### src/rtl/user_gpio_irq_if.sv
// Pad bundle and APB4 register-port interfaces used by user_gpio_irq.
// Both are fixed at 32 bits; a narrower controller drives its unused pad bits to 0.
interface nmi_gpio_if;
    logic [31:0] gpio_in;
    logic [31:0] gpio_oe;
    logic [31:0] gpio_cs;
    logic [31:0] gpio_pu;
    logic [31:0] gpio_pd;
    logic [31:0] gpio_out;

    modport dut (
        input  gpio_in,
        output gpio_oe, gpio_cs, gpio_pu, gpio_pd, gpio_out
    );

    modport pad (
        output gpio_in,
        input  gpio_oe, gpio_cs, gpio_pu, gpio_pd, gpio_out
    );
endinterface

interface apb4_if;
    logic [31:0] paddr;
    logic        psel;
    logic        penable;
    logic        pwrite;
    logic [31:0] pwdata;
    logic [3:0]  pstrb;
    logic [2:0]  pprot;
    logic [31:0] prdata;
    logic        pready;
    logic        pslverr;

    modport master (
        output paddr, psel, penable, pwrite, pwdata, pstrb, pprot,
        input  prdata, pready, pslverr
    );

    modport slave (
        input  paddr, psel, penable, pwrite, pwdata, pstrb, pprot,
        output prdata, pready, pslverr
    );
endinterface

### src/rtl/user_gpio_irq.sv
// APB4 GPIO controller: pad control, atomic DO set/clear/toggle, synchronised and
// glitch-filtered inputs, per-pin edge/level interrupts with W1C status.
module user_gpio_irq #(
    parameter logic [7:0] ID       = 8'd255,
    parameter int         GPIO_NUM = 16
) (
    input  logic    clk_i,
    input  logic    rst_i,
    nmi_gpio_if.dut gpio,
    apb4_if.slave   apb,
    output logic    irq_o
);

    localparam logic [7:0] ADDR_ID       = 8'h00;
    localparam logic [7:0] ADDR_OE       = 8'h04;
    localparam logic [7:0] ADDR_CS       = 8'h08;
    localparam logic [7:0] ADDR_PU       = 8'h0C;
    localparam logic [7:0] ADDR_PD       = 8'h10;
    localparam logic [7:0] ADDR_DO       = 8'h14;
    localparam logic [7:0] ADDR_DI       = 8'h18;
    localparam logic [7:0] ADDR_DO_SET   = 8'h1C;
    localparam logic [7:0] ADDR_DO_CLR   = 8'h20;
    localparam logic [7:0] ADDR_DO_TGL   = 8'h24;
    localparam logic [7:0] ADDR_IRQ_EN   = 8'h28;
    localparam logic [7:0] ADDR_IRQ_TYPE = 8'h2C;
    localparam logic [7:0] ADDR_IRQ_POL  = 8'h30;
    localparam logic [7:0] ADDR_IRQ_BOTH = 8'h34;
    localparam logic [7:0] ADDR_IRQ_STAT = 8'h38;
    localparam logic [7:0] ADDR_FLT_EN   = 8'h3C;
    localparam logic [7:0] ADDR_FLT_CNT  = 8'h40;

    logic [GPIO_NUM-1:0] r_oe, r_cs, r_pu, r_pd, r_do;
    logic [GPIO_NUM-1:0] r_en, r_type, r_pol, r_both, r_stat, r_flt_en;
    logic [3:0]          r_flt_cnt;
    logic [GPIO_NUM-1:0] r_sync1, r_sync2, r_flt, r_prev;
    logic [3:0]          r_cnt [GPIO_NUM];

    logic                w_wr, w_rd, w_cfg_chg;
    logic [7:0]          w_addr;
    logic [GPIO_NUM-1:0] w_wdata, w_pin, w_flt, w_rise, w_fall, w_event, w_w1c;
    logic [31:0]         w_rdata;

    assign w_addr  = apb.paddr[7:0];
    assign w_wdata = apb.pwdata[GPIO_NUM-1:0];
    assign w_pin   = gpio.gpio_in[GPIO_NUM-1:0];
    assign w_wr    = apb.psel & apb.penable & apb.pwrite;
    assign w_rd    = apb.psel & apb.penable & ~apb.pwrite;

    // An unfiltered pin bypasses the filter register so DI sees sync2 directly.
    assign w_flt   = (r_flt_en & r_flt) | (~r_flt_en & r_sync2);
    assign w_rise  = w_flt & ~r_prev;
    assign w_fall  = ~w_flt & r_prev;
    assign w_event = r_en & ((r_type & ((r_both & (w_rise | w_fall)) |
                                        (~r_both & ((r_pol & w_rise) | (~r_pol & w_fall))))) |
                             (~r_type & ((r_pol & w_flt) | (~r_pol & ~w_flt))));
    assign w_w1c   = (w_wr && w_addr == ADDR_IRQ_STAT) ? w_wdata : '0;

    assign w_cfg_chg = w_wr && ((w_addr == ADDR_FLT_EN  && w_wdata != r_flt_en) ||
                                (w_addr == ADDR_FLT_CNT && apb.pwdata[3:0] != r_flt_cnt));

    // NOTE: sequential state uses non-blocking assignments so every flop samples pre-edge values.
    always_ff @(posedge clk_i or posedge rst_i) begin
        if (rst_i) begin
            r_oe      <= '0;
            r_cs      <= '0;
            r_pu      <= '0;
            r_pd      <= '0;
            r_do      <= '0;
            r_en      <= '0;
            r_type    <= '0;
            r_pol     <= '0;
            r_both    <= '0;
            r_stat    <= '0;
            r_flt_en  <= '0;
            r_flt_cnt <= '0;
        end else begin
            r_stat <= (r_stat & ~w_w1c) | w_event;
            if (w_wr) begin
                case (w_addr)
                    ADDR_OE:       r_oe      <= w_wdata;
                    ADDR_CS:       r_cs      <= w_wdata;
                    ADDR_PU:       r_pu      <= w_wdata;
                    ADDR_PD:       r_pd      <= w_wdata;
                    ADDR_DO:       r_do      <= w_wdata;
                    ADDR_DO_SET:   r_do      <= r_do | w_wdata;
                    ADDR_DO_CLR:   r_do      <= r_do & ~w_wdata;
                    ADDR_DO_TGL:   r_do      <= r_do ^ w_wdata;
                    ADDR_IRQ_EN:   r_en      <= w_wdata;
                    ADDR_IRQ_TYPE: r_type    <= w_wdata;
                    ADDR_IRQ_POL:  r_pol     <= w_wdata;
                    ADDR_IRQ_BOTH: r_both    <= w_wdata;
                    ADDR_FLT_EN:   r_flt_en  <= w_wdata;
                    ADDR_FLT_CNT:  r_flt_cnt <= apb.pwdata[3:0];
                    default: ;
                endcase
            end
        end
    end

    // NOTE: the counter array is ordinary flops, not RAM, so each entry is reset explicitly.
    always_ff @(posedge clk_i or posedge rst_i) begin
        if (rst_i) begin
            r_sync1 <= '0;
            r_sync2 <= '0;
            r_flt   <= '0;
            r_prev  <= '0;
            for (int i = 0; i < GPIO_NUM; i++) r_cnt[i] <= '0;
        end else begin
            r_sync1 <= w_pin;
            r_sync2 <= r_sync1;
            r_prev  <= w_flt;
            for (int i = 0; i < GPIO_NUM; i++) begin
                if (!r_flt_en[i]) begin
                    r_cnt[i] <= '0;
                    r_flt[i] <= r_sync2[i];
                end else if (w_cfg_chg || r_sync2[i] == r_flt[i]) begin
                    r_cnt[i] <= '0;
                end else if (r_cnt[i] == r_flt_cnt) begin
                    r_cnt[i] <= '0;
                    r_flt[i] <= r_sync2[i];
                end else begin
                    r_cnt[i] <= r_cnt[i] + 4'd1;
                end
            end
        end
    end

    // NOTE: default first in every always_comb so no path leaves a variable unassigned (no latch).
    always_comb begin
        w_rdata = '0;
        case (w_addr)
            ADDR_ID:       w_rdata[7:0]          = ID;
            ADDR_OE:       w_rdata[GPIO_NUM-1:0] = r_oe;
            ADDR_CS:       w_rdata[GPIO_NUM-1:0] = r_cs;
            ADDR_PU:       w_rdata[GPIO_NUM-1:0] = r_pu;
            ADDR_PD:       w_rdata[GPIO_NUM-1:0] = r_pd;
            ADDR_DO:       w_rdata[GPIO_NUM-1:0] = r_do;
            ADDR_DI:       w_rdata[GPIO_NUM-1:0] = w_flt;
            ADDR_IRQ_EN:   w_rdata[GPIO_NUM-1:0] = r_en;
            ADDR_IRQ_TYPE: w_rdata[GPIO_NUM-1:0] = r_type;
            ADDR_IRQ_POL:  w_rdata[GPIO_NUM-1:0] = r_pol;
            ADDR_IRQ_BOTH: w_rdata[GPIO_NUM-1:0] = r_both;
            ADDR_IRQ_STAT: w_rdata[GPIO_NUM-1:0] = r_stat;
            ADDR_FLT_EN:   w_rdata[GPIO_NUM-1:0] = r_flt_en;
            ADDR_FLT_CNT:  w_rdata[3:0]          = r_flt_cnt;
            default: ;
        endcase
    end

    always_comb begin
        gpio.gpio_oe                 = '0;
        gpio.gpio_cs                 = '0;
        gpio.gpio_pu                 = '0;
        gpio.gpio_pd                 = '0;
        gpio.gpio_out                = '0;
        gpio.gpio_oe[GPIO_NUM-1:0]   = r_oe;
        gpio.gpio_cs[GPIO_NUM-1:0]   = r_cs;
        gpio.gpio_pu[GPIO_NUM-1:0]   = r_pu;
        gpio.gpio_pd[GPIO_NUM-1:0]   = r_pd;
        gpio.gpio_out[GPIO_NUM-1:0]  = r_do;
    end

    assign apb.prdata  = w_rd ? w_rdata : '0;
    assign apb.pready  = 1'b1;
    assign apb.pslverr = 1'b0;
    assign irq_o       = |(r_stat & r_en);

endmodule

### src/flat_wrapper.sv
// flat-port wrapper written by rule: the top's interface ports become plain ports
module user_gpio_irq_flat 
#(
    parameter logic [7:0] ID       = 8'd255,
    parameter int         GPIO_NUM = 16
)
  (clk_i, rst_i, irq_o, gpio_gpio_in, gpio_gpio_oe, gpio_gpio_cs, gpio_gpio_pu, gpio_gpio_pd, gpio_gpio_out, apb_paddr, apb_psel, apb_penable, apb_pwrite, apb_pwdata, apb_pstrb, apb_pprot, apb_prdata, apb_pready, apb_pslverr);
  nmi_gpio_if gpio_i ();
  apb4_if apb_i ();
  input  logic clk_i;
  input  logic rst_i;
  output logic irq_o;
  input wire logic [$bits(gpio_i.gpio_in)-1:0] gpio_gpio_in;
  output wire logic [$bits(gpio_i.gpio_oe)-1:0] gpio_gpio_oe;
  output wire logic [$bits(gpio_i.gpio_cs)-1:0] gpio_gpio_cs;
  output wire logic [$bits(gpio_i.gpio_pu)-1:0] gpio_gpio_pu;
  output wire logic [$bits(gpio_i.gpio_pd)-1:0] gpio_gpio_pd;
  output wire logic [$bits(gpio_i.gpio_out)-1:0] gpio_gpio_out;
  input wire logic [$bits(apb_i.paddr)-1:0] apb_paddr;
  input wire logic [$bits(apb_i.psel)-1:0] apb_psel;
  input wire logic [$bits(apb_i.penable)-1:0] apb_penable;
  input wire logic [$bits(apb_i.pwrite)-1:0] apb_pwrite;
  input wire logic [$bits(apb_i.pwdata)-1:0] apb_pwdata;
  input wire logic [$bits(apb_i.pstrb)-1:0] apb_pstrb;
  input wire logic [$bits(apb_i.pprot)-1:0] apb_pprot;
  output wire logic [$bits(apb_i.prdata)-1:0] apb_prdata;
  output wire logic [$bits(apb_i.pready)-1:0] apb_pready;
  output wire logic [$bits(apb_i.pslverr)-1:0] apb_pslverr;
  assign gpio_i.gpio_in = gpio_gpio_in;
  assign gpio_gpio_oe = gpio_i.gpio_oe;
  assign gpio_gpio_cs = gpio_i.gpio_cs;
  assign gpio_gpio_pu = gpio_i.gpio_pu;
  assign gpio_gpio_pd = gpio_i.gpio_pd;
  assign gpio_gpio_out = gpio_i.gpio_out;
  assign apb_i.paddr = apb_paddr;
  assign apb_i.psel = apb_psel;
  assign apb_i.penable = apb_penable;
  assign apb_i.pwrite = apb_pwrite;
  assign apb_i.pwdata = apb_pwdata;
  assign apb_i.pstrb = apb_pstrb;
  assign apb_i.pprot = apb_pprot;
  assign apb_prdata = apb_i.prdata;
  assign apb_pready = apb_i.pready;
  assign apb_pslverr = apb_i.pslverr;
  user_gpio_irq #(.ID(ID), .GPIO_NUM(GPIO_NUM)) u_core (.clk_i(clk_i), .rst_i(rst_i), .gpio(gpio_i), .apb(apb_i), .irq_o(irq_o));
endmodule
### config.mk
export PLATFORM = sky130hd
export DESIGN_NAME = user_gpio_irq_flat
export DESIGN_NICKNAME = d
export VERILOG_FILES = /design/src/rtl/user_gpio_irq_if.sv /design/src/rtl/user_gpio_irq.sv /design/src/flat_wrapper.sv
export SDC_FILE = /design/constraint.sdc
export NUM_CORES = 1
export LEC_CHECK = 0
export ABC_AREA = 1
export ABC_CLOCK_PERIOD_IN_PS = 9200
export BUFFER_PORTS_ARGS = -buffer_cell sky130_fd_sc_hd__clkbuf_2
export CORE_UTILIZATION = 40
export CTS_BUF_LIST = sky130_fd_sc_hd__clkbuf_2
export DETAILED_ROUTE_END_ITERATION = 6
export PLACE_DENSITY_LB_ADDON = 0.05
export SYNTH_ARGS = -nofsm -noshare
export SYNTH_HDL_FRONTEND = slang
export SYNTH_SLANG_ARGS = --single-unit
### constraint.sdc
create_clock -name clk_i -period 9.2 [get_ports clk_i]
set_input_delay 0 -clock clk_i [delete_from_list [all_inputs] [get_ports clk_i]]
set_output_delay 0 -clock clk_i [all_outputs]
set_load 0.005 [all_outputs]
==> summary.txt <==
STA
  • Final worst-path cycle share: a little under two fifths
  • Final setup violating endpoints: 0
  • Fin. max-slew vios: 0
  • Sum Neg Setup Slack: 0 ns
  • Final worst slack: 5.74 ns
  • Min Tclk post-route: 3.46 ns
  • Rel. slew slack: 28.5%
  • Final Hold Vio Count: 0
  • Final Skew: about 0.080 ns
  • Tightest Pin Transition: 1.07 ns
  • RSZ-0062 raised after global routing: no
  • Fmax: 0.289 GHz

GRT
  • First-pass GRT wire length: roughly 80,000 um
  • Pin count of the biggest net entering global routing: 175
  • Total global-route track usage: 23.5%
  • Number of global-route vias before repair: 14,100
  • Total grt overflow: 0
  • Initial antenna violation count: 1

Detailed routing
  • DR iter-0 viols: about 1,100
  • Top layer reached by signal wires: met4
  • Met3 WL: between 2000 and 3000 um
  • DR pass1 iterations: 5
  • Drc violations: 0
  • DRT Wirelength: 51,300 um
  • Vias per cell: about 5
  • Met2 Routed Length: 23,000 um
  • Vias: 14,900
  • Wl on met1: 24,600 um
  • WL/cell: 16.8 um
  • Routed Antenna Nets: 0

Logic synthesis
  • Synthesized flop and latch total: slightly above 300
  • Ys Warns: 0
  • Syn Area/Cell: 8.20 sq um
  • EDFF count, synth: 0
  • Mapped cell area: 0.0174 sq mm
  • Synth Instances: 2,128
  • Post-synthesis sequential area ratio: between 40% and 50%
  • Yosys cell types: 39
  • Commonest register cell after synthesis: dfrtp_1
  • Ys async rst share: between 90% and 100%

CTS
  • CTS tree: built
  • Clock transition at path regs: 0.10 ns
  • Post-CTS Setup Bufs: 0
  • TritonCTS Buffers: 88
  • H-tree depth: 3
  • Max Root-Sink Buffers: 3
  • Sink Count: 308
  • Clk Latency, worst-skew pair: 1.04 ns
  • Root Buffer: clkbuf_2
  • Post-cts sizing count: 0

Final layout
  • Max reg flops: 64
  • Nets: 2,585
  • Fillers: 4,382
  • Commonest non-fill, non-tap cell in the layout: nand2_1
  • Most frequent cells in the layout: nand2_1, dfrtp_1, clkbuf_2
  • Top reg by flops: u_core.r_cnt
  • Share of cells above drive strength 1: 15.4%
  • Final core utilization: 46.7%
  • Layout area overhead: 15.4%

Die
  • Die footprint: 0.0445 sq mm
  • IO Pins: 303
  • Die X: around 210 um
  • Std-Cell Rows: 76
  • Starting Density: 40.5%
  • Core footprint: 0.0431 sq mm
  • Die Ht: 211 um

Setup path
  • CP Launch Type: input pin
  • Reg2Reg Setup Slack: 6.52 ns
  • Cells on worst reg2reg path: 10
  • Crit end category: output pin
  • Worst Setup SP: apb_paddr[0]
  • CP Data Arrival Time: 3.46 ns
  • Worst Path Max Fanout: 17
  • Required time of the critical path: 9.20 ns
  • Critical register-to-register path startpoint: u_core.r_flt_en[0]$_DFFE_PP0P_
  • Crit Path Class: in -> out

Flow run
  • Max-cap violations: 0

Status
  • Status: completed

Placement
  • Placer Congestion: about 0.9
  • DP Wirelength: 34,800 um
  • Dpl ws: 6.06 ns
  • IO Port Bufs: 141

Power
  • Overall power: ~3.3 mW
  • Power Dens Cells: between 150 and 200 mW/mm^2
  • Max IR drop VDD: 0.0000700 V
  • LEAKAGE: 10.0 nW

Hold path
  • Class of the worst hold path: in -> reg
  • Worst hold path cell count: 4
  • Worst Hold Launch: apb_pwdata[15]
where the power goes:
part,internal [mW],switching [mW],leakage (nW),total [mW]
logic,0.285,0.432,5.49,0.717
registers,1.46,0.0889,3.93,1.55
clock network,0.438,0.624,0.627,1.06
total,2.18,1.14,10.0,3.33
repair_timing:
item / 4_1_cts / 5_1_grt
hold endpoints to repair: 412 / 0
setup endpoints to repair: 0 / 0
hold buffers: 110 / 0
final cells by class:
type | instances | area (sq um) | share of cell area [%]
diodes | 1 | 2.50 | 0.0124
well taps | 585 | 732 | 3.64
clock buffers | 132 | 661 | 3.28
multi-input cells | 1562 | 8290 | 41.2
flip-flops and latches | 308 | 7710 | 38.3
repair buffers | 265 | 1920 | 9.56
clock inverters | 27 | 160 | 0.796
inverters | 172 | 653 | 3.24
kinds of logic after synthesis:
group / Yosys count / synth area share (%)
AOI/OAI and AO/OA: 378 / 11.7
xor gates and xnor gates: 102 / 5.12
adders and majority gates: 80 / 5.74
buffers and inverters: 354 / 10.4
DFF: 308 / 44.2
muxes: 11 / 0.631
other: 2 / 0.0430
and+or+nand+nor: 893 / 22.2
metal layers:
layer	vias up	global-route usage (%)
met3	66	4.21
met1	7129	32.9
met2	405	36.7
met5	-	0
li1	7286	-
met4	0	7.27
critical path, cell delays in order:
cell,delay [ns]
dlygate4sd3_1,0.53
clkbuf_2,0.12
nor2_2,0.08
dlygate4sd3_1,0.60
nand2_2,0.09
dlygate4sd3_1,0.62
inv_2,0.09
nand2_2,0.11
nor2_4,0.46
nand2_1,0.10
nand3_1,0.11
a21oi_1,0.08
nand2_1,0.11
nor2_1,0.06
nor2_1,0.15
clkbuf_2,0.14
worst paths after layout:
kind | end
min | u_core.r_type[15]$_DFFE_PP0P_
min reg2reg | u_core.r_sync2[1]$_DFF_PP0_
max | apb_prdata[14]
max reg2reg | u_core.r_cnt[57]$_DFF_PP0_
min in group asynchronous | u_core.r_do[0]$_DFFE_PP0P_
max in group asynchronous | u_core.r_cs[11]$_DFFE_PP0P_
stage by stage:
step / cell area (sq um) / hold slack, ns / cells
global route: 20100 / 0.0600 / 3052
floorplan: 17800 / 0.0314 / 2224
finish: 20100 / 0.110 / 3052
global placement: 18200 / 0.109 / 2782
detailed placement: 18200 / 0.110 / 2782
CTS: 20100 / 0.00530 / 3051
cell usage after synthesis, types with 10 or more instances:
cell | number | area share, %
or2_2 | 32 | 1.1
a21oi_1 | 52 | 1.5
o21ai_0 | 255 | 7.3
xor2_1 | 82 | 4.1
o211ai_1 | 22 | 0.95
nor2_1 | 187 | 4.0
nand4_1 | 32 | 1.1
and2_1 | 16 | 0.57
dfrtp_1 | 308 | 44
nand4_2 | 14 | 1.0
o22ai_1 | 10 | 0.36
nand3_1 | 80 | 2.3
ha_1 | 80 | 5.7
buf_2 | 16 | 0.46
o21ai_1 | 14 | 0.40
nand2_1 | 510 | 11
mux2i_1 | 11 | 0.63
xnor2_1 | 20 | 1.0
o21a_1 | 11 | 0.47
inv_2 | 16 | 0.34
clkbuf_1 | 47 | 1.0
inv_1 | 156 | 3.4
buf_4 | 109 | 4.7
(Power assumes the default switching activity.)
